$ cat config.mk
export PLATFORM = sky130hd
export DESIGN_NAME = muldiv_unit
export DESIGN_NICKNAME = d
export VERILOG_FILES = /design/src/rtl/muldiv_pkg.sv /design/src/rtl/muldiv_unit_div_step.sv /design/src/rtl/muldiv_unit.sv
export SDC_FILE = /design/constraint.sdc
export NUM_CORES = 1
export LEC_CHECK = 0
export CORE_ASPECT_RATIO = 0.7
export CORE_MARGIN = 10
export CORE_UTILIZATION = 55
export DETAILED_ROUTE_END_ITERATION = 8
export GPL_ROUTABILITY_DRIVEN = 0
export PLACE_DENSITY = 0.75
export SYNTH_ARGS = -nofsm -noshare
export SYNTH_HDL_FRONTEND = slang
export SYNTH_HIERARCHICAL = 1
export SYNTH_SLANG_ARGS = --single-unit
export TNS_END_PERCENT = 1
$ cat constraint.sdc
create_clock -name clk -period 11.01 [get_ports clk]
set_input_delay 1.101 -clock clk [delete_from_list [all_inputs] [get_ports clk]]
set_output_delay 1.101 -clock clk [all_outputs]
set_load 0.005 [all_outputs]
$ cat src/rtl/muldiv_pkg.sv
// Shared types and helpers for the RISC-V M-extension multiply/divide unit.
package muldiv_pkg;

  localparam int DATA_WIDTH_DEFAULT = 32;
  // Helper functions work on this width; DATA_WIDTH up to 64 keeps the product inside it.
  localparam int MAX_WIDTH = 128;

  typedef enum logic [2:0] {
    OP_MUL    = 3'b000,
    OP_MULH   = 3'b001,
    OP_MULHSU = 3'b010,
    OP_MULHU  = 3'b011,
    OP_DIV    = 3'b100,
    OP_DIVU   = 3'b101,
    OP_REM    = 3'b110,
    OP_REMU   = 3'b111
  } muldiv_op_e;

  typedef enum logic [1:0] {
    IDLE,
    MUL,
    DIV,
    FIN
  } muldiv_state_e;

  function automatic logic [MAX_WIDTH-1:0] negate(input logic [MAX_WIDTH-1:0] x);
    return ~x + MAX_WIDTH'(1);
  endfunction

  function automatic logic [MAX_WIDTH-1:0] abs_val(input logic [MAX_WIDTH-1:0] x,
                                                    input logic neg);
    return neg ? negate(x) : x;
  endfunction

endpackage

$ cat src/rtl/muldiv_unit_div_step.sv
// One restoring-division iteration: shift remainder:dividend left, trial-subtract the divisor.
module div_step #(
  parameter int W = 32
) (
  input  logic [W-1:0] rem_i,
  input  logic [W-1:0] dividend_i,
  input  logic [W-1:0] divisor_i,
  output logic [W-1:0] rem_o,
  output logic [W-1:0] dividend_o,
  output logic         q_bit_o
);

  logic [W:0] shifted;
  logic [W:0] diff;

  assign shifted    = {rem_i, dividend_i[W-1]};
  assign diff       = shifted - {1'b0, divisor_i};
  // A clear borrow bit means the divisor fits into the partial remainder.
  assign q_bit_o    = ~diff[W];
  assign rem_o      = q_bit_o ? diff[W-1:0] : shifted[W-1:0];
  assign dividend_o = {dividend_i[W-2:0], 1'b0};

endmodule

$ cat src/rtl/muldiv_unit.sv
// Iterative RISC-V M-extension unit: radix-2 shift-add multiply, restoring divide.
// Build option: define MULDIV_EARLY_OUT_EN to finish multiplies with a zero operand immediately.
module muldiv_unit
  import muldiv_pkg::*;
#(
  parameter int DATA_WIDTH = DATA_WIDTH_DEFAULT
) (
  input  logic                  clk,
  input  logic                  rst_n,
  input  logic                  start_i,
  input  logic [2:0]            func3_i,
  input  logic [DATA_WIDTH-1:0] a_i,
  input  logic [DATA_WIDTH-1:0] b_i,
  output logic                  busy_o,
  output logic                  done_o,
  output logic [DATA_WIDTH-1:0] result_o
);

  localparam int W     = DATA_WIDTH;
  localparam int CNT_W = $clog2(W) + 1;

  muldiv_state_e  state_reg, state_next;
  muldiv_op_e     op_reg, op_next;
  logic [CNT_W-1:0] count_reg, count_next;
  logic [2*W-1:0] acc_reg, acc_next;
  logic [W-1:0]   mcand_reg, mcand_next;
  logic           neg_reg, neg_next;
  logic           spec_reg, spec_next;
  logic [W-1:0]   result_reg, result_next;
  logic           done_reg, done_next;

  logic           a_signed, b_signed, neg_a, neg_b, b_zero, sgn_ovf;
  logic [W-1:0]   mag_a, mag_b, fin_result, quo_neg, rem_neg;
  logic [2*W-1:0] prod_neg, prod_fix, mul_acc;
  logic [W:0]     mul_sum;
  logic [W-1:0]   div_rem, div_dividend;
  logic           div_q;

  // Operand conditioning for the request presented on the inputs.
  assign a_signed = (func3_i == OP_MULH) || (func3_i == OP_MULHSU) || (func3_i[2] && !func3_i[0]);
  assign b_signed = (func3_i == OP_MULH) || (func3_i[2] && !func3_i[0]);
  assign neg_a    = a_signed & a_i[W-1];
  assign neg_b    = b_signed & b_i[W-1];
  assign mag_a    = W'(abs_val(MAX_WIDTH'(a_i), neg_a));
  assign mag_b    = W'(abs_val(MAX_WIDTH'(b_i), neg_b));
  assign b_zero   = (b_i == '0);
  assign sgn_ovf  = (a_i == {1'b1, {(W-1){1'b0}}}) && (&b_i);

  // Multiply: low half holds the remaining multiplier bits, high half the running sum.
  assign mul_sum = {1'b0, acc_reg[2*W-1:W]} + {1'b0, (acc_reg[0] ? mcand_reg : '0)};
  assign mul_acc = {mul_sum, acc_reg[W-1:1]};

  div_step #(.W(W)) u_div_step (
    .rem_i      (acc_reg[2*W-1:W]),
    .dividend_i (acc_reg[W-1:0]),
    .divisor_i  (mcand_reg),
    .rem_o      (div_rem),
    .dividend_o (div_dividend),
    .q_bit_o    (div_q)
  );

  assign prod_neg = (2*W)'(negate(MAX_WIDTH'(acc_reg)));
  assign prod_fix = neg_reg ? prod_neg : acc_reg;
  assign quo_neg  = W'(negate(MAX_WIDTH'(acc_reg[W-1:0])));
  assign rem_neg  = W'(negate(MAX_WIDTH'(acc_reg[2*W-1:W])));

  always_comb begin
    fin_result = acc_reg[W-1:0];
    if (!spec_reg) begin
      case (op_reg)
        OP_MUL:                        fin_result = prod_fix[W-1:0];
        OP_MULH, OP_MULHSU, OP_MULHU:  fin_result = prod_fix[2*W-1:W];
        OP_DIV, OP_DIVU:               fin_result = neg_reg ? quo_neg : acc_reg[W-1:0];
        default:                       fin_result = neg_reg ? rem_neg : acc_reg[2*W-1:W];
      endcase
    end
  end

  always_comb begin
    state_next  = state_reg;
    op_next     = op_reg;
    count_next  = count_reg;
    acc_next    = acc_reg;
    mcand_next  = mcand_reg;
    neg_next    = neg_reg;
    spec_next   = spec_reg;
    result_next = result_reg;
    done_next   = 1'b0;
    case (state_reg)
      IDLE: begin
        // The done cycle is not a legal accept cycle; the next request waits one more cycle.
        if (start_i && !done_reg) begin
          op_next    = muldiv_op_e'(func3_i);
          count_next = '0;
          mcand_next = mag_b;
          acc_next   = {{W{1'b0}}, mag_a};
          neg_next   = (func3_i[2] && func3_i[1]) ? neg_a : (neg_a ^ neg_b);
          spec_next  = 1'b0;
          state_next = func3_i[2] ? DIV : MUL;
          if (func3_i[2] && b_zero) begin
            spec_next  = 1'b1;
            acc_next   = {{W{1'b0}}, (func3_i[1] ? a_i : {W{1'b1}})};
            state_next = FIN;
          end else if (func3_i[2] && !func3_i[0] && sgn_ovf) begin
            spec_next  = 1'b1;
            acc_next   = {{W{1'b0}}, (func3_i[1] ? {W{1'b0}} : a_i)};
            state_next = FIN;
          end
`ifdef MULDIV_EARLY_OUT_EN
          else if (!func3_i[2] && ((a_i == '0) || b_zero)) begin
            spec_next  = 1'b1;
            acc_next   = '0;
            state_next = FIN;
          end
`endif
        end
      end
      MUL: begin
        acc_next   = mul_acc;
        count_next = count_reg + 1'b1;
        if (count_reg == CNT_W'(W - 1)) state_next = FIN;
      end
      DIV: begin
        acc_next   = {div_rem, div_dividend | W'(div_q)};
        count_next = count_reg + 1'b1;
        if (count_reg == CNT_W'(W - 1)) state_next = FIN;
      end
      default: begin
        result_next = fin_result;
        done_next   = 1'b1;
        state_next  = IDLE;
      end
    endcase
  end

  always_ff @(posedge clk or negedge rst_n) begin
    if (!rst_n) begin
      state_reg  <= IDLE;
      op_reg     <= OP_MUL;
      count_reg  <= '0;
      acc_reg    <= '0;
      mcand_reg  <= '0;
      neg_reg    <= 1'b0;
      spec_reg   <= 1'b0;
      result_reg <= '0;
      done_reg   <= 1'b0;
    end else begin
      state_reg  <= state_next;
      op_reg     <= op_next;
      count_reg  <= count_next;
      acc_reg    <= acc_next;
      mcand_reg  <= mcand_next;
      neg_reg    <= neg_next;
      spec_reg   <= spec_next;
      result_reg <= result_next;
      done_reg   <= done_next;
    end
  end

  assign busy_o   = (state_reg != IDLE);
  assign done_o   = done_reg;
  assign result_o = result_reg;

endmodule

==> flow_summary.yaml <==
power:
  combPwrFrac_pct: 68.3
  leakage_nw: 6.74
  p_per_area_nw_per_um2: 359
  p_sw_share_pct: 55.1
  switchingPower_w: 0.00326
  peakVddDrop_mv: 0.329
  p_clk_share_pct: 9.7
  intPower_w: 0.00266
  seqPwrFrac_pct: 22.0
routing:
  dr_wl_met2_um: 21000
  num_vias: 16100
  met3WireLength_um: 8800
  ant_nets: 0
  via_per_inst: 6.96
  first_pass_iters: 9
  routedWlPerCell_um: 23.5
  totalWireLength_um: 54200
  drtIter0Drc: 2659
  drc: 2
  wl_met1_um: 23200
  dr.max_layer_used: "met5"
placed_design:
  dpl_cell_area_um2: 15900
  post-place-ws_ps: 6300
  hpwlAfterDp_um: 39700
  portBuffers: 103
logic_synthesis:
  yosys_warnings: 6
  synth_fp_nets: 2114
  syn_inst: 1968
  synth_seq_area_share_pct: 23.3
  ys_ff_latch: 142
  synth_area_um2: 15200
  syn_avg_cell_area_um2: 7.73
  synth_ff_type: "dfrtp_1"
  synth-async-reset-ratio_pct: 100
  synth_cell_type_count: 95
  synth_edf_count: 0
timing:
  timing.fmax_mhz: 222
  maxSlewViolCount: 0
  timing.final.crit_share_pct: 40.9
  finalClockSkew_ps: 13.2
  fin_setup_tns_ps: 0
  finalHoldViolCount: 0
  holdWs_ps: 485
  worstMarginPinSlew_ps: 1120
  setup_viol: 0
  fin_ws_ps: 6500
  rsz0062_at_grt: "no"
  maxSlewHeadroom_pct: 25.7
  fin_crit_ps: 4510
worst_setup_path:
  reg2reg_depth: 15
  cp-end-kind: "flop"
  critPathKind: "flop to flop"
  critPathRequiredTime_ps: 11300
  regToRegSetupSlack_ps: 6500
  worstReg2RegEnd: "acc_reg[62]"
  path_max_fanout: 24
  timing.rr.start: "acc_reg[31]"
  worst_setup_path_start_kind: "flop"
  arrival_ps: 4790
cells_and_area:
  largest_register_ffs: 64
  layout_common_cells: "o21ai_0, nand2_1, a21oi_1, dfrtp_1, nor2_1"
  num_antenna_cells: 0
  fill_cells: 2450
  final_layout_size_suffix_gt1_share_pct: 6.48
  final_common_cell: "o21ai_0"
  nets: 2077
  syn2layout_area_growth_pct: 8.29
  postLayoutCellArea_um2: 16500
outcome:
  status: "complete, but fails checks"
  violations: "design-rule violations"
clock_network:
  cts.reportedPaths.clkPinSlew_ps: 70
  htreeDepth: 4
  post-cts-setup-buffer-count: 0
  tritoncts: "yes"
  clk_latency_ps: 450
  cts.sinks: 142
  cts_made_buffers: 17
  clockRootBuffer: "clkbuf_16"
  ctsResizeCount: 0
  cts_hold_buffers: 0
  clk_path_buf_depth: 2
grt:
  grt_pass1_wl_um: 83700
  grt_usage_pct: 29.8
  grt.overflow.total: 0
  first_global_vias: 14600
  antenna_found_initial: 0
  grt_max_degree: 87
floorplan:
  die_w_um: 219
  io_pins: 104
  core_area_um2: 27000
  initial_utilization_pct: 56.3
  rows: 50
  die_area_um2: 34800
  die_h_um: 159
min_path:
  hold_class: "flop to flop"
  hold_depth: 1
  worstHoldStart: "result_o[31]"
  min_to: "result_o[31]"
run:
  maxCapViolations: 0
worst max-delay path: stages (launching register included):
cell       delay, ps
dfrtp_1          540
inv_1             90
ha_1             240
fa_1             390
and2b_1          240
o2111ai_2        140
a21oi_2          230
o2111ai_1        360
a211oi_2         390
nor2_4           110
mux2i_4          410
and2_4           350
inv_8            140
mux2_4           320
a221oi_1         240
o21ai_0          120
synth_stat cells (all sizes together), types with 40 or more instances:
cell type	count	area, um^2
a21oi	168	848
nor3	57	297
xnor2	80	701
nor2	110	428
clkbuf	112	420
inv	64	248
nand2	169	634
o21ai	195	976
ha	74	926
a22oi	41	308
dfrtp	142	3550
nand3	55	275
buf	60	460
and2	40	255
xor2	61	534
a21o	40	302
metrics by stage:
| stage | power, W | utilization (%) | cells |
|---|---|---|---|
| finish | 0.00591 | 61.0 | 2308 |
| global route | 0.00626 | 61.0 | 2308 |
| CTS | 0.00572 | 61.0 | 2308 |
| detailed placement | 0.00513 | 58.9 | 2276 |
| global placement | 0.00504 | 58.9 | 2276 |
| floorplan | 0.00410 | - | 1968 |
power by group through the flow:
| stage | Combinational, W | Sequential [W] | Clock (W) |
|---|---|---|---|
| after floorplan | 0.00313 | 0.000974 | 0 |
| after global placement | 0.00379 | 0.00125 | 0 |
| after detailed placement | 0.00387 | 0.00126 | 0 |
| after CTS | 0.00390 | 0.00125 | 0.000572 |
| after global routing | 0.00435 | 0.00131 | 0.000598 |
| final | 0.00404 | 0.00130 | 0.000574 |
routing by layer:
| layer | global-route usage [%] | vias up |
|---|---|---|
| met3 | 11.4 | 124 |
| met5 | 0 | - |
| met2 | 39.5 | 1172 |
| met4 | 7.28 | 2 |
| met1 | 43.7 | 7565 |
| li1 | - | 7206 |
cell families after synthesis:
family / Yosys count / synth area share, %
buf+inv: 238 / 7.55
simple gates: 630 / 21.4
xor+xnor: 141 / 8.11
fa+ha+maj: 76 / 6.35
compound gates: 691 / 29.2
flops: 142 / 23.3
mux: 49 / 4.08
other cells: 1 / 0.0246
worst max-delay path by stage:
stage                      from     endpoint  cells past startpoint
floorplan                a_i[1]   acc_reg[7]                     10
global placement         b_i[3]  acc_reg[25]                      9
detailed placement       b_i[3]  acc_reg[25]                      9
CTS                 acc_reg[31]  acc_reg[62]                     15
global route        acc_reg[31]  acc_reg[62]                     15
finish              acc_reg[31]  acc_reg[62]                     15
area by class of cell:
cell class,count,area (um^2),share of cell area [%]
clock buffer,18,429,2.60
timing repair buffer,118,1140,6.95
inverter,64,248,1.50
clock inverter,14,124,0.751
sequential,142,3550,21.6
tap,364,455,2.76
multi-input combinational,1588,10500,63.9
(Power assumes the default switching activity.)
